$ cat src/rtl/btn_debounce.sv
// rtl/btn_debounce.sv - push-button synchroniser/debouncer with press, release and optional auto-repeat pulses
// Optional feature macro: BTN_DEBOUNCE_AUTO_REPEAT_EN (auto-repeat while held; o_repeat tied 0 otherwise).
module btn_debounce #(
    parameter int DEBOUNCE_MS = 10,
    parameter int LONG_MS     = 500,
    parameter int REPEAT_MS   = 100
) (
    input  logic i_clk,
    input  logic i_reset,
    input  logic i_ms_tick,
    input  logic i_btn_in,
    output logic o_btn_db,
    output logic o_press,
    output logic o_release,
    output logic o_repeat
);

    localparam int DB_W = $clog2(DEBOUNCE_MS + 1);
    localparam logic [DB_W-1:0] DB_LAST = DB_W'(DEBOUNCE_MS - 1);
    localparam logic [DB_W-1:0] DB_ONE  = DB_W'(1);

    if (DEBOUNCE_MS < 1 || DEBOUNCE_MS > 255 || LONG_MS < 2 || LONG_MS > 4095 ||
        REPEAT_MS < 1 || REPEAT_MS > LONG_MS) begin : g_bad_cfg
        $error("btn_debounce: parameter out of range");
    end

    typedef enum logic [1:0] {
        S_LOW       = 2'd0,
        S_WAIT_HIGH = 2'd1,
        S_HIGH      = 2'd2,
        S_WAIT_LOW  = 2'd3
    } state_t;

    state_t          r_state;
    state_t          w_state_nxt;
    logic            r_sync1;
    logic            r_sync2;
    logic            w_btn_s;
    logic [DB_W-1:0] r_db_cnt;
    logic [DB_W-1:0] w_db_cnt_nxt;
    logic            r_btn_db;
    logic            r_press;
    logic            r_release;
    logic            r_repeat;
    logic            w_btn_db_nxt;
    logic            w_press_nxt;
    logic            w_release_nxt;
    logic            w_repeat_nxt;

    assign w_btn_s = r_sync2;

    always_ff @(posedge i_clk or negedge i_reset) begin
        if (!i_reset) begin
            r_sync1 <= 1'b0;
            r_sync2 <= 1'b0;
        end else begin
            r_sync1 <= i_btn_in;
            r_sync2 <= r_sync1;
        end
    end

    always_ff @(posedge i_clk or negedge i_reset) begin
        if (!i_reset) begin
            r_state   <= S_LOW;
            r_db_cnt  <= '0;
            r_btn_db  <= 1'b0;
            r_press   <= 1'b0;
            r_release <= 1'b0;
            r_repeat  <= 1'b0;
        end else begin
            r_state   <= w_state_nxt;
            r_db_cnt  <= w_db_cnt_nxt;
            r_btn_db  <= w_btn_db_nxt;
            r_press   <= w_press_nxt;
            r_release <= w_release_nxt;
            r_repeat  <= w_repeat_nxt;
        end
    end

    // A bounce in a WAIT state always wins over a coincident tick.
    always_comb begin
        w_state_nxt  = r_state;
        w_db_cnt_nxt = r_db_cnt;
        case (r_state)
            S_LOW: begin
                if (w_btn_s) begin
                    w_state_nxt  = S_WAIT_HIGH;
                    w_db_cnt_nxt = '0;
                end
            end
            S_WAIT_HIGH: begin
                if (!w_btn_s) begin
                    w_state_nxt = S_LOW;
                end else if (i_ms_tick) begin
                    if (r_db_cnt == DB_LAST) begin
                        w_state_nxt = S_HIGH;
                    end else begin
                        w_db_cnt_nxt = r_db_cnt + DB_ONE;
                    end
                end
            end
            S_HIGH: begin
                if (!w_btn_s) begin
                    w_state_nxt  = S_WAIT_LOW;
                    w_db_cnt_nxt = '0;
                end
            end
            S_WAIT_LOW: begin
                if (w_btn_s) begin
                    w_state_nxt = S_HIGH;
                end else if (i_ms_tick) begin
                    if (r_db_cnt == DB_LAST) begin
                        w_state_nxt = S_LOW;
                    end else begin
                        w_db_cnt_nxt = r_db_cnt + DB_ONE;
                    end
                end
            end
            default: begin
                w_state_nxt  = S_LOW;
                w_db_cnt_nxt = '0;
            end
        endcase
    end

    always_comb begin
        w_btn_db_nxt  = (w_state_nxt == S_HIGH) || (w_state_nxt == S_WAIT_LOW);
        w_press_nxt   = (r_state == S_WAIT_HIGH) && (w_state_nxt == S_HIGH);
        w_release_nxt = (r_state == S_WAIT_LOW) && (w_state_nxt == S_LOW);
    end

`ifdef BTN_DEBOUNCE_AUTO_REPEAT_EN
    localparam int HD_W = $clog2(LONG_MS + 1);
    localparam logic [HD_W-1:0] HD_LAST   = HD_W'(LONG_MS - 1);
    localparam logic [HD_W-1:0] HD_RELOAD = HD_W'(LONG_MS - REPEAT_MS);
    localparam logic [HD_W-1:0] HD_ONE    = HD_W'(1);

    logic [HD_W-1:0] r_hold_cnt;
    logic            w_hold_run;

    // Hold time only advances in a steady HIGH; WAIT_LOW freezes it.
    assign w_hold_run   = (r_state == S_HIGH) && w_btn_s && i_ms_tick;
    assign w_repeat_nxt = w_hold_run && (r_hold_cnt == HD_LAST);

    always_ff @(posedge i_clk or negedge i_reset) begin
        if (!i_reset) begin
            r_hold_cnt <= '0;
        end else if (w_press_nxt) begin
            r_hold_cnt <= '0;
        end else if (w_hold_run) begin
            r_hold_cnt <= (r_hold_cnt == HD_LAST) ? HD_RELOAD : r_hold_cnt + HD_ONE;
        end
    end
`else
    assign w_repeat_nxt = 1'b0;
`endif

    assign o_btn_db  = r_btn_db;
    assign o_press   = r_press;
    assign o_release = r_release;
    assign o_repeat  = r_repeat;

endmodule
$ cat config.mk
export PLATFORM = sky130hd
export DESIGN_NAME = btn_debounce
export DESIGN_NICKNAME = d
export VERILOG_FILES = /design/src/rtl/btn_debounce.sv
export SDC_FILE = /design/constraint.sdc
export NUM_CORES = 1
export LEC_CHECK = 0
export CAP_MARGIN = 0
export CORE_MARGIN = 3
export CORE_UTILIZATION = 35
export CTS_BUF_LIST = sky130_fd_sc_hd__clkbuf_2 sky130_fd_sc_hd__clkbuf_4 sky130_fd_sc_hd__clkbuf_8
export CTS_CLUSTER_DIAMETER = 30
export CTS_CLUSTER_SIZE = 24
export DETAILED_ROUTE_END_ITERATION = 10
export MAX_ROUTING_LAYER = met4
export PLACE_DENSITY_LB_ADDON = 0.12
export SYNTH_ARGS = -nofsm -noshare
export SYNTH_HDL_FRONTEND = slang
export SYNTH_SLANG_ARGS = --single-unit
export TNS_END_PERCENT = 10
$ cat constraint.sdc
create_clock -name i_clk -period 1.5 [get_ports i_clk]
set_input_delay 0.3 -clock i_clk [delete_from_list [all_inputs] [get_ports i_clk]]
set_output_delay 0.3 -clock i_clk [all_outputs]
set_load 0.005 [all_outputs]
# == Yosys cells after proc, flatten, opt, wreduce, memory -nomap -nowiden ==
# Index checks and enable logic that the tools add are counted.
# Widths: inputs -> output; s select.
# word_totals
reg_bits,11
in_bits,4
output_inout_bits,4
word_cells,40
# op_classes
n_addsub,1
eq_ne,10
n_mux,16
n_reduce_logical,6
# op_table
operator,n
$mux 4,6
$mux 2,8
$pmux 4 s4,1
$eq 2x2->1 const B,4
$ne 2x2->1 const B,4
$pmux 2 s4,1
$add 4x1->4 const B,1
$eq 4x4->1 const B,1
$logic_not 2->1,2
$reduce_and 4->1,1
$eq 2x1->1 const B,1
$logic_and 1x1->1,2
$logic_or 1x1->1,1

# == Depth between registers and ports, before layout ==
# Gate-level depths: netlist of the first run.
# depth
ltp_word,7
mapped_depth,5
depth_no_buf,5

# == Worst setup path after synthesis of the first run ==
# Ideal clock, no wire load.
# synth_timing
path_type,register to register
from,reg r_db_cnt[0]
to,reg r_db_cnt[3]
setup_ps,124
t_arrival_ps,1379
required_ps,1376
path_slack_ps,-3
stages_incl_launch_ff,5
n_path_buf,0
period_less_slack_ps,1503
cell_sequence,dfrtp_1 ha_1 and4b_2 or2_4 a211o_1
# synth_between
elab_chain_cells,5
elab_cells_between_ends,7
cone_classes,add/sub: 1; eq/ne: 1; mux: 5
# synth_lines
item,line_no,rtl
start: declaration,39,logic [DB_W-1:0] r_db_cnt;
start signal: assignment,72,r_db_cnt <= w_db_cnt_nxt;
$add 4x1->4 or $eq 4x4->1 (tied branches),--,
$mux 4 (*),"95, 112",
$mux 4 (*),111,end else if (i_ms_tick) begin
"$mux 4, on equally long branches","109, 92",
$pmux 4 s4 (*),84,case (r_state)
# Mark *: on every way between the ends. The rest lies on a longest branch, timed or not. The select of a mux whose other input is x is not followed.
# A chain may end at the register's enable or synchronous reset.

# == Worst setup path after layout of the first run ==
# Ends and elaborated chain as after synthesis.

==> summary.md, run 1 <==
| Metric | Value |
|---|---|
| Outcome | `finished, final reports clean` |
| First-pass GRT wire length | `1.81 mm` |
| Die Ht | `43.8 um` |
| Core area | `1320 um2` |
| Leakage | `0.297 nW` |
| Fmax | `~700 MHz` |
| Final core occ | `roughly half` |
| Clock Latency Late Sink | `0.27 ns` |
| Max_slew headroom | `65.8%` |
| Tcrit/Tclk final | `97.2%` |
| Placed cell area | `617 um2` |
| Post-layout worst setup margin | `0.0426 ns` |
| Yosys cell types | `22` |
| DP HPWL | `about 740 um` |
| TritonCTS Buffers | `3` |
| Final net count | `64` |
| Worst-margin pin slew | `0.512 ns` |
| Post-Layout Inst Area | `652 um2` |
| Remaining Overflow, GRT | `0` |
| EDFF count, synth | `0` |
| Crit start category | `flip-flop` |
| DRT Wirelength | `1.02 mm` |
| Drt first pass iters | `2` |
| Critical path arrival | `~1.6 ns` |
| Pwr dens | `about 1100 nW/um2` |
| Synth Area per Inst | `roughly 12 um2` |
| GR Util All Layers | `around 14%` |
| Clk buf depth | `2` |
| Post-Syn Area | `500 um2` |
| Sequential-to-total area share from yosys stat | `55.0%` |
| Final setup viols | `0` |
| Vias/cell | `approximately 5.3` |
| Unrepaired setup endpoints after global routing | `false` |
| Mapped Cells | `42` |
| Commonest cells in the netlist | `dfrtp_1 (11), o21ai_0 (4), nand2_1 (3)` |
| MaxCap Viol Count | `0` |
| Fill cells | `roughly 120` |
| H-Tree Depth | `1` |
| Post-synth ARST share | `between 90% and 100%` |
| Post-DRT Antenna Nets | `0` |
| Total number of vias | `approximately 380` |
| Port bufs | `6` |
| Area grow syn2layout | `30.2%` |
| CTS tree | `built` |
| Vias in the first global route | `403` |
| Initial detailed-routing violation count | `3` |
| Cell Rows | `13` |
| Seq. cell area | `275 um2` |
| Top cells by area, synth | `dfrtp_1 (55%), ha_1 (5.0%), mux2_2 (4.5%)` |
| Footprint of the multi-input gates | `219 um2` |
| Avg WL per Cell | `between 10 and 15 um` |
| # diodes | `0` |
| Ys flop type | `dfrtp_1` |
| Share of the synthesized area in the top cell type | `55.0%` |
| Tmin final | `around 1.5 ns` |
| Peak supply drop | `0.471 mV` |
| Initial antenna violation count | `0` |
| Worst EP required | `approximately 1.7 ns` |
| Worst slack, placed | `-0.0322 ns` |
| I/O Pins | `8` |
| Worst Skew | `0.00521 ns` |
| Largest net degree at the start of global routing | `12` |
| DIE AREA | `1920 um2` |
| Yosys Warn Count | `0` |
| Clk slew on worst S/H paths | `0.07 ns` |
| Die Span X | `43.8 um` |
| Cell with the most instances after synthesis | `dfrtp_1` |
| CTS Hold Bufs | `0` |
| Worst-path fanout max | `5` |
| Layout cells sized above 1 | `about 28%` |
| Synthesized flop and latch total | `11` |
| Critical path class | `flip-flop to flip-flop` |
| Final Power | `just under 0.0007 W` |
| Max-slew violations | `0` |
| Synth Net Count | `48` |
| Sink Count | `11` |
| Final hold viol count | `0` |
| Placer congestion estimate | `0.878` |
| Synth area leader | `dfrtp_1` |
| Starting density of the core | `38.0%` |
| HP Class | `flip-flop to flip-flop` |
| Crit end category | `flip-flop` |
| CTS root buf | `clkbuf_4` |
| Drc violations | `0` |
-- where the power goes --
| part | switching [W] | total [W] | internal (W) |
|---|---|---|---|
| clock network | 0.0000998 | 0.000221 | 0.000121 |
| logic | 0.0000631 | 0.000138 | 0.0000748 |
| registers | 0.0000153 | 0.000335 | 0.000320 |
| total | 0.000178 | 0.000694 | 0.000516 |
-- kinds of logic (layout without fill, tap and decap cells) --
| family | count (synthesis) | in the layout | synth area share (%) |
|---|---|---|---|
| AOI/OAI and AO/OA | 9 | 9 | 11.2 |
| other | 1 | 1 | 0.749 |
| xor gates and xnor gates | 1 | 1 | 1.75 |
| muxes | 2 | 2 | 4.50 |
| buffers and inverters | 2 | 17 | 2.25 |
| adders and majority gates | 2 | 2 | 5.00 |
| and+or+nand+nor | 14 | 14 | 19.5 |
| DFF | 11 | 11 | 55.0 |
-- metrics by stage --
step / instances / hold WS, ns / TNS [ns]
finish: 72 / 0.351 / 0
global route: 72 / 0.372 / 0
CTS: 72 / 0.352 / 0
detailed placement: 68 / 0.337 / -0.0322
global placement: 68 / 0.332 / 0
floorplan: 42 / 0.00441 / 0
-- layer usage --
metal  share of wire, %  vias to the layer above  GRT usage [%]
li1                   -                      182              -
met1                 45                      188           16.5
met2                 48                       10           20.1
met3                4.8                        2           5.39
met4                1.9                        0           7.23
met5                  0                        -              -
-- cells in the final DEF (no fill, tap or decap), types with 2 or more instances in the layout --
master	synthesis	final
clkbuf_4	0	4
dfrtp_1	11	11
nor3b_1	2	2
clkdlybuf4s50_1	0	6
mux2_2	2	2
nand3b_1	2	2
nand2_1	3	2
o211ai_1	2	2
o21ai_0	4	4
buf_4	1	6
-- registers in the layout, indices dropped and copies added (netlist names) --
| name | flops |
|---|---|
| o_release | 1 |
| r_sync1 | 1 |
| o_press | 1 |
| r_db_cnt | 4 |
| r_sync2 | 1 |
| r_state | 2 |
| o_btn_db | 1 |
-- worst max-delay path, cell delays in order, from the launching register on --
cell and delay [ns]:
dfrtp_1 0.38, ha_2 0.18, and4b_2 0.24, or2_4 0.24, a211o_1 0.29
-- what timing repair did --
| action | CTS | global route |
|---|---|---|
| endpoints found under the setup margin | 3 | 6 |
| gates resized for setup | 0 | 2 |
| hold endpoints to repair | 0 | 0 |
| pin swaps | 1 | 2 |
| buffers inserted | 0 | 0 |
-- cell type report --
| class | count | area share (%) |
|---|---|---|
| Multi-Input combinational cell | 29 | 33.6 |
| Clock buffer | 4 | 4.61 |
| Timing Repair Buffer | 12 | 16.1 |
| Sequential cell | 11 | 42.2 |
| Tap cell | 15 | 2.88 |
| Inverter | 1 | 0.576 |
-- final timing paths --
| kind | startpoint | cells past startpoint | end | slack [ns] |
|---|---|---|---|---|
| min reg2reg | r_sync1 | 0 | r_sync2 | 0.35 |
| max reg2reg | r_db_cnt[0] | 4 | r_db_cnt[3] | 0.04 |
| max | r_db_cnt[0] | 4 | r_db_cnt[3] | 0.04 |
| min in group asynchronous | i_reset | 1 | r_db_cnt[1] | 0.36 |
| min | r_sync1 | 0 | r_sync2 | 0.35 |
| max in group asynchronous | i_reset | 1 | r_sync2 | 0.79 |
Power figures use the tool's default switching activity.
==> run 2: changes to the inputs <==
- DONT_BUFFER_PORTS: not set -> 1
- REMOVE_ABC_BUFFERS: not set -> 1
==> summary.md, run 2 (synthesis gave the netlist of run 1 again) <==
| Metric | Value |
|---|---|
| Outcome | `finished, final reports clean (unchanged)` |
| Drc violations | `0 (unchanged)` |
| Largest net degree at the start of global routing | `12 (unchanged)` |
| Critical path class | `flip-flop to flip-flop (unchanged)` |
| GR Util All Layers | `11.7% (was 13.9%)` |
| Final hold viol count | `0 (unchanged)` |
| Drt first pass iters | `4 (was 2)` |
| Commonest non-fill, non-tap cell in the layout | `dfrtp_1 (unchanged)` |
| Register with the most flip-flops | `r_db_cnt (unchanged)` |
| DRT Wirelength | `931 um (was 1.02 mm)` |
| Die Ht | `43.8 um (unchanged)` |
| Total number of vias | `352 (was 382)` |
| TritonCTS Buffers | `3 (unchanged)` |
| Post-DRT Antenna Nets | `0 (unchanged)` |
| Worst path buffer plus inverter count | `0 (unchanged)` |
| Sink Count | `11 (unchanged)` |
| Max incr delay on CP | `0.38 ns (about the same)` |
| Final net count | `58 (was 64)` |
| Tcrit/Tclk final | `97.6% (was 97.2%)` |
| Worst EP required | `1.64 ns (was 1.66 ns)` |
| Clock Latency Late Sink | `0.26 ns (was 0.27 ns)` |
| Initial detailed-routing violation count | `4 (was 3)` |
| CP delay by family, top | `simple AND/OR/NAND/NOR gates (unchanged)` |
| Switch Pwr | `0.000155 W (was 0.000178 W)` |
| Power share of the combinational group | `18.9% (was 19.9%)` |
| Die Span X | `43.8 um (unchanged)` |
| # diodes | `0 (unchanged)` |
| I/O Pins | `8 (unchanged)` |
| Worst slack, placed | `-0.0360 ns (was -0.0322 ns)` |
| Clk slew on worst S/H paths | `0.06 ns (was 0.07 ns)` |
| Final setup viols | `0 (unchanged)` |
| Non-Filler Instances | `66 (was 72)` |
| Clk buf depth | `2 (unchanged)` |
| Max reg flops | `4 (unchanged)` |
| H-Tree Depth | `1 (unchanged)` |
| Clk pwr share | `30.5% (was 31.8%)` |
| HP Class | `primary input to flip-flop (was flip-flop to flip-flop)` |
| First-pass GRT wire length | `1.54 mm (was 1.81 mm)` |
| TNS Setup | `0 ns (unchanged)` |
| Crit path cell chain | `ha_1 -> and4b_2 -> or2_4 -> a211o_1 (was ha_2 -> and4b_2 -> or2_4 -> a211o_1)` |
| Placed cell area | `534 um2 (was 617 um2)` |
| Regs by FF count | `r_db_cnt (4), r_state (2) (unchanged)` |
| Leakage | `0.276 nW (was 0.297 nW)` |
| Final Power | `0.000661 W (was 0.000694 W)` |
| Port bufs | `0 (was 6)` |
| DP HPWL | `746 um (was 741 um)` |
| Post-layout worst setup margin | `0.0360 ns (was 0.0426 ns)` |
| Crit start category | `flip-flop (unchanged)` |
| Worst-path fanout max | `4 (was 5)` |
| Vias in the first global route | `380 (was 403)` |
| Pwr dens | `1120 nW/um2 (was 1060 nW/um2)` |
| Tmin final | `1.46 ns (about the same)` |
| Int Pwr | `0.000506 W (was 0.000516 W)` |
| CTS tree | `built (unchanged)` |
| Placer congestion estimate | `0.769 (was 0.878)` |
| MaxCap Viol Count | `0 (unchanged)` |
| DIE AREA | `1920 um2 (unchanged)` |
| Critical path's slowest cell | `dfrtp_1 (unchanged)` |
| Starting density of the core | `38.0% (unchanged)` |
| Vias/cell | `5.33 (was 5.31)` |
| Avg WL per Cell | `14.1 um (about the same)` |
| Peak supply drop | `0.570 mV (was 0.471 mV)` |
| Flop pwr share | `50.6% (was 48.3%)` |
| Worst Skew | `0.00323 ns (was 0.00521 ns)` |
| Most frequent cells in the layout | `dfrtp_1 (11), buf_4 (5), clkbuf_4 (4) (was dfrtp_1 (11), clkdlybuf4s50_1 (6), buf_4 (6))` |
| Max-slew violations | `0 (unchanged)` |
| CTS root buf | `clkbuf_4 (unchanged)` |
| Unrepaired setup endpoints after global routing | `true (was false)` |
| Remaining Overflow, GRT | `0 (unchanged)` |
| Critical path arrival | `1.61 ns (about the same)` |
| Sw Share | `23.5% (was 25.7%)` |
| Cell Rows | `13 (unchanged)` |
| Post-Layout Inst Area | `589 um2 (was 652 um2)` |
| Placed instance count | `59 (was 68)` |
| Area grow syn2layout | `17.7% (was 30.2%)` |
| Initial antenna violation count | `0 (unchanged)` |
| Crit end category | `flip-flop (unchanged)` |
| Core area | `1320 um2 (unchanged)` |
| Fmax | `683 MHz (was 686 MHz)` |
| Layout cells sized above 1 | `25.5% (was 28.1%)` |
run 2: cell types whose count changed in the layout (fill, tap and decap cells not counted), sizes merged:
cell,before,now
clkdlybuf4s50,6,0
buf,6,5
dlygate4sd3,0,1
run 2: worst paths after layout:
| path | start | end | slack, ns | cells after the start |
|---|---|---|---|---|
| max | r_db_cnt[0] | r_db_cnt[3] | 0.04 | 4 |
| min | i_btn_in | r_sync1 | 0.07 | 0 |
| max reg2reg | r_db_cnt[0] | r_db_cnt[3] | 0.04 | 4 |
| min reg2reg | r_sync1 | r_sync2 | 0.36 | 0 |
| max in group asynchronous | i_reset | o_btn_db | 0.76 | 1 |
| min in group asynchronous | i_reset | r_sync1 | 0.43 | 1 |
run 2: timing repair:
action,4_1_cts,5_1_grt
pin swaps,1,1
buffers inserted,2,0
hold endpoints to repair,11,0
hold buffers,1,0
endpoints found under the setup margin,1,3
gates resized for setup,0,2
run 2: power groups by stage:
| stage | clock, W | sequential, W | combinational [W] |
|---|---|---|---|
| final | 0.000201 | 0.000335 | 0.000125 |
| after CTS | 0.000212 | 0.000335 | 0.000122 |
| after global placement | 0 | 0.000340 | 0.0000998 |
| after detailed placement | 0 | 0.000342 | 0.000104 |
| after floorplan | 0 | 0.000347 | 0.0000519 |
| after global routing | 0.000227 | 0.000338 | 0.000137 |
run 2: metrics by stage:
stage / utilization [%] / hold slack, ns
2_1_floorplan: - / 0.00441
3_3_place_gp: 40.6 / 0.00471
3_5_place_dp: 40.6 / 0.00471
4_1_cts: 44.7 / 0.0574
5_1_grt: 44.7 / 0.0470
6_report: 44.7 / 0.0673
run 2: final cells by class:
class	instances	area (um2)
timing repair buffer	6	47.5
tap	15	18.8
inverter	1	3.75
fill	123	728
clock buffer	4	30.0
sequential	11	275
multi-input combinational	29	214
run 2: layer usage:
metal / track usage, % / wire, um
met2: 20.3 / 499
met1: 11.5 / 361
met4: 9.04 / 33
met5: - / 0
met3: 1.66 / 37
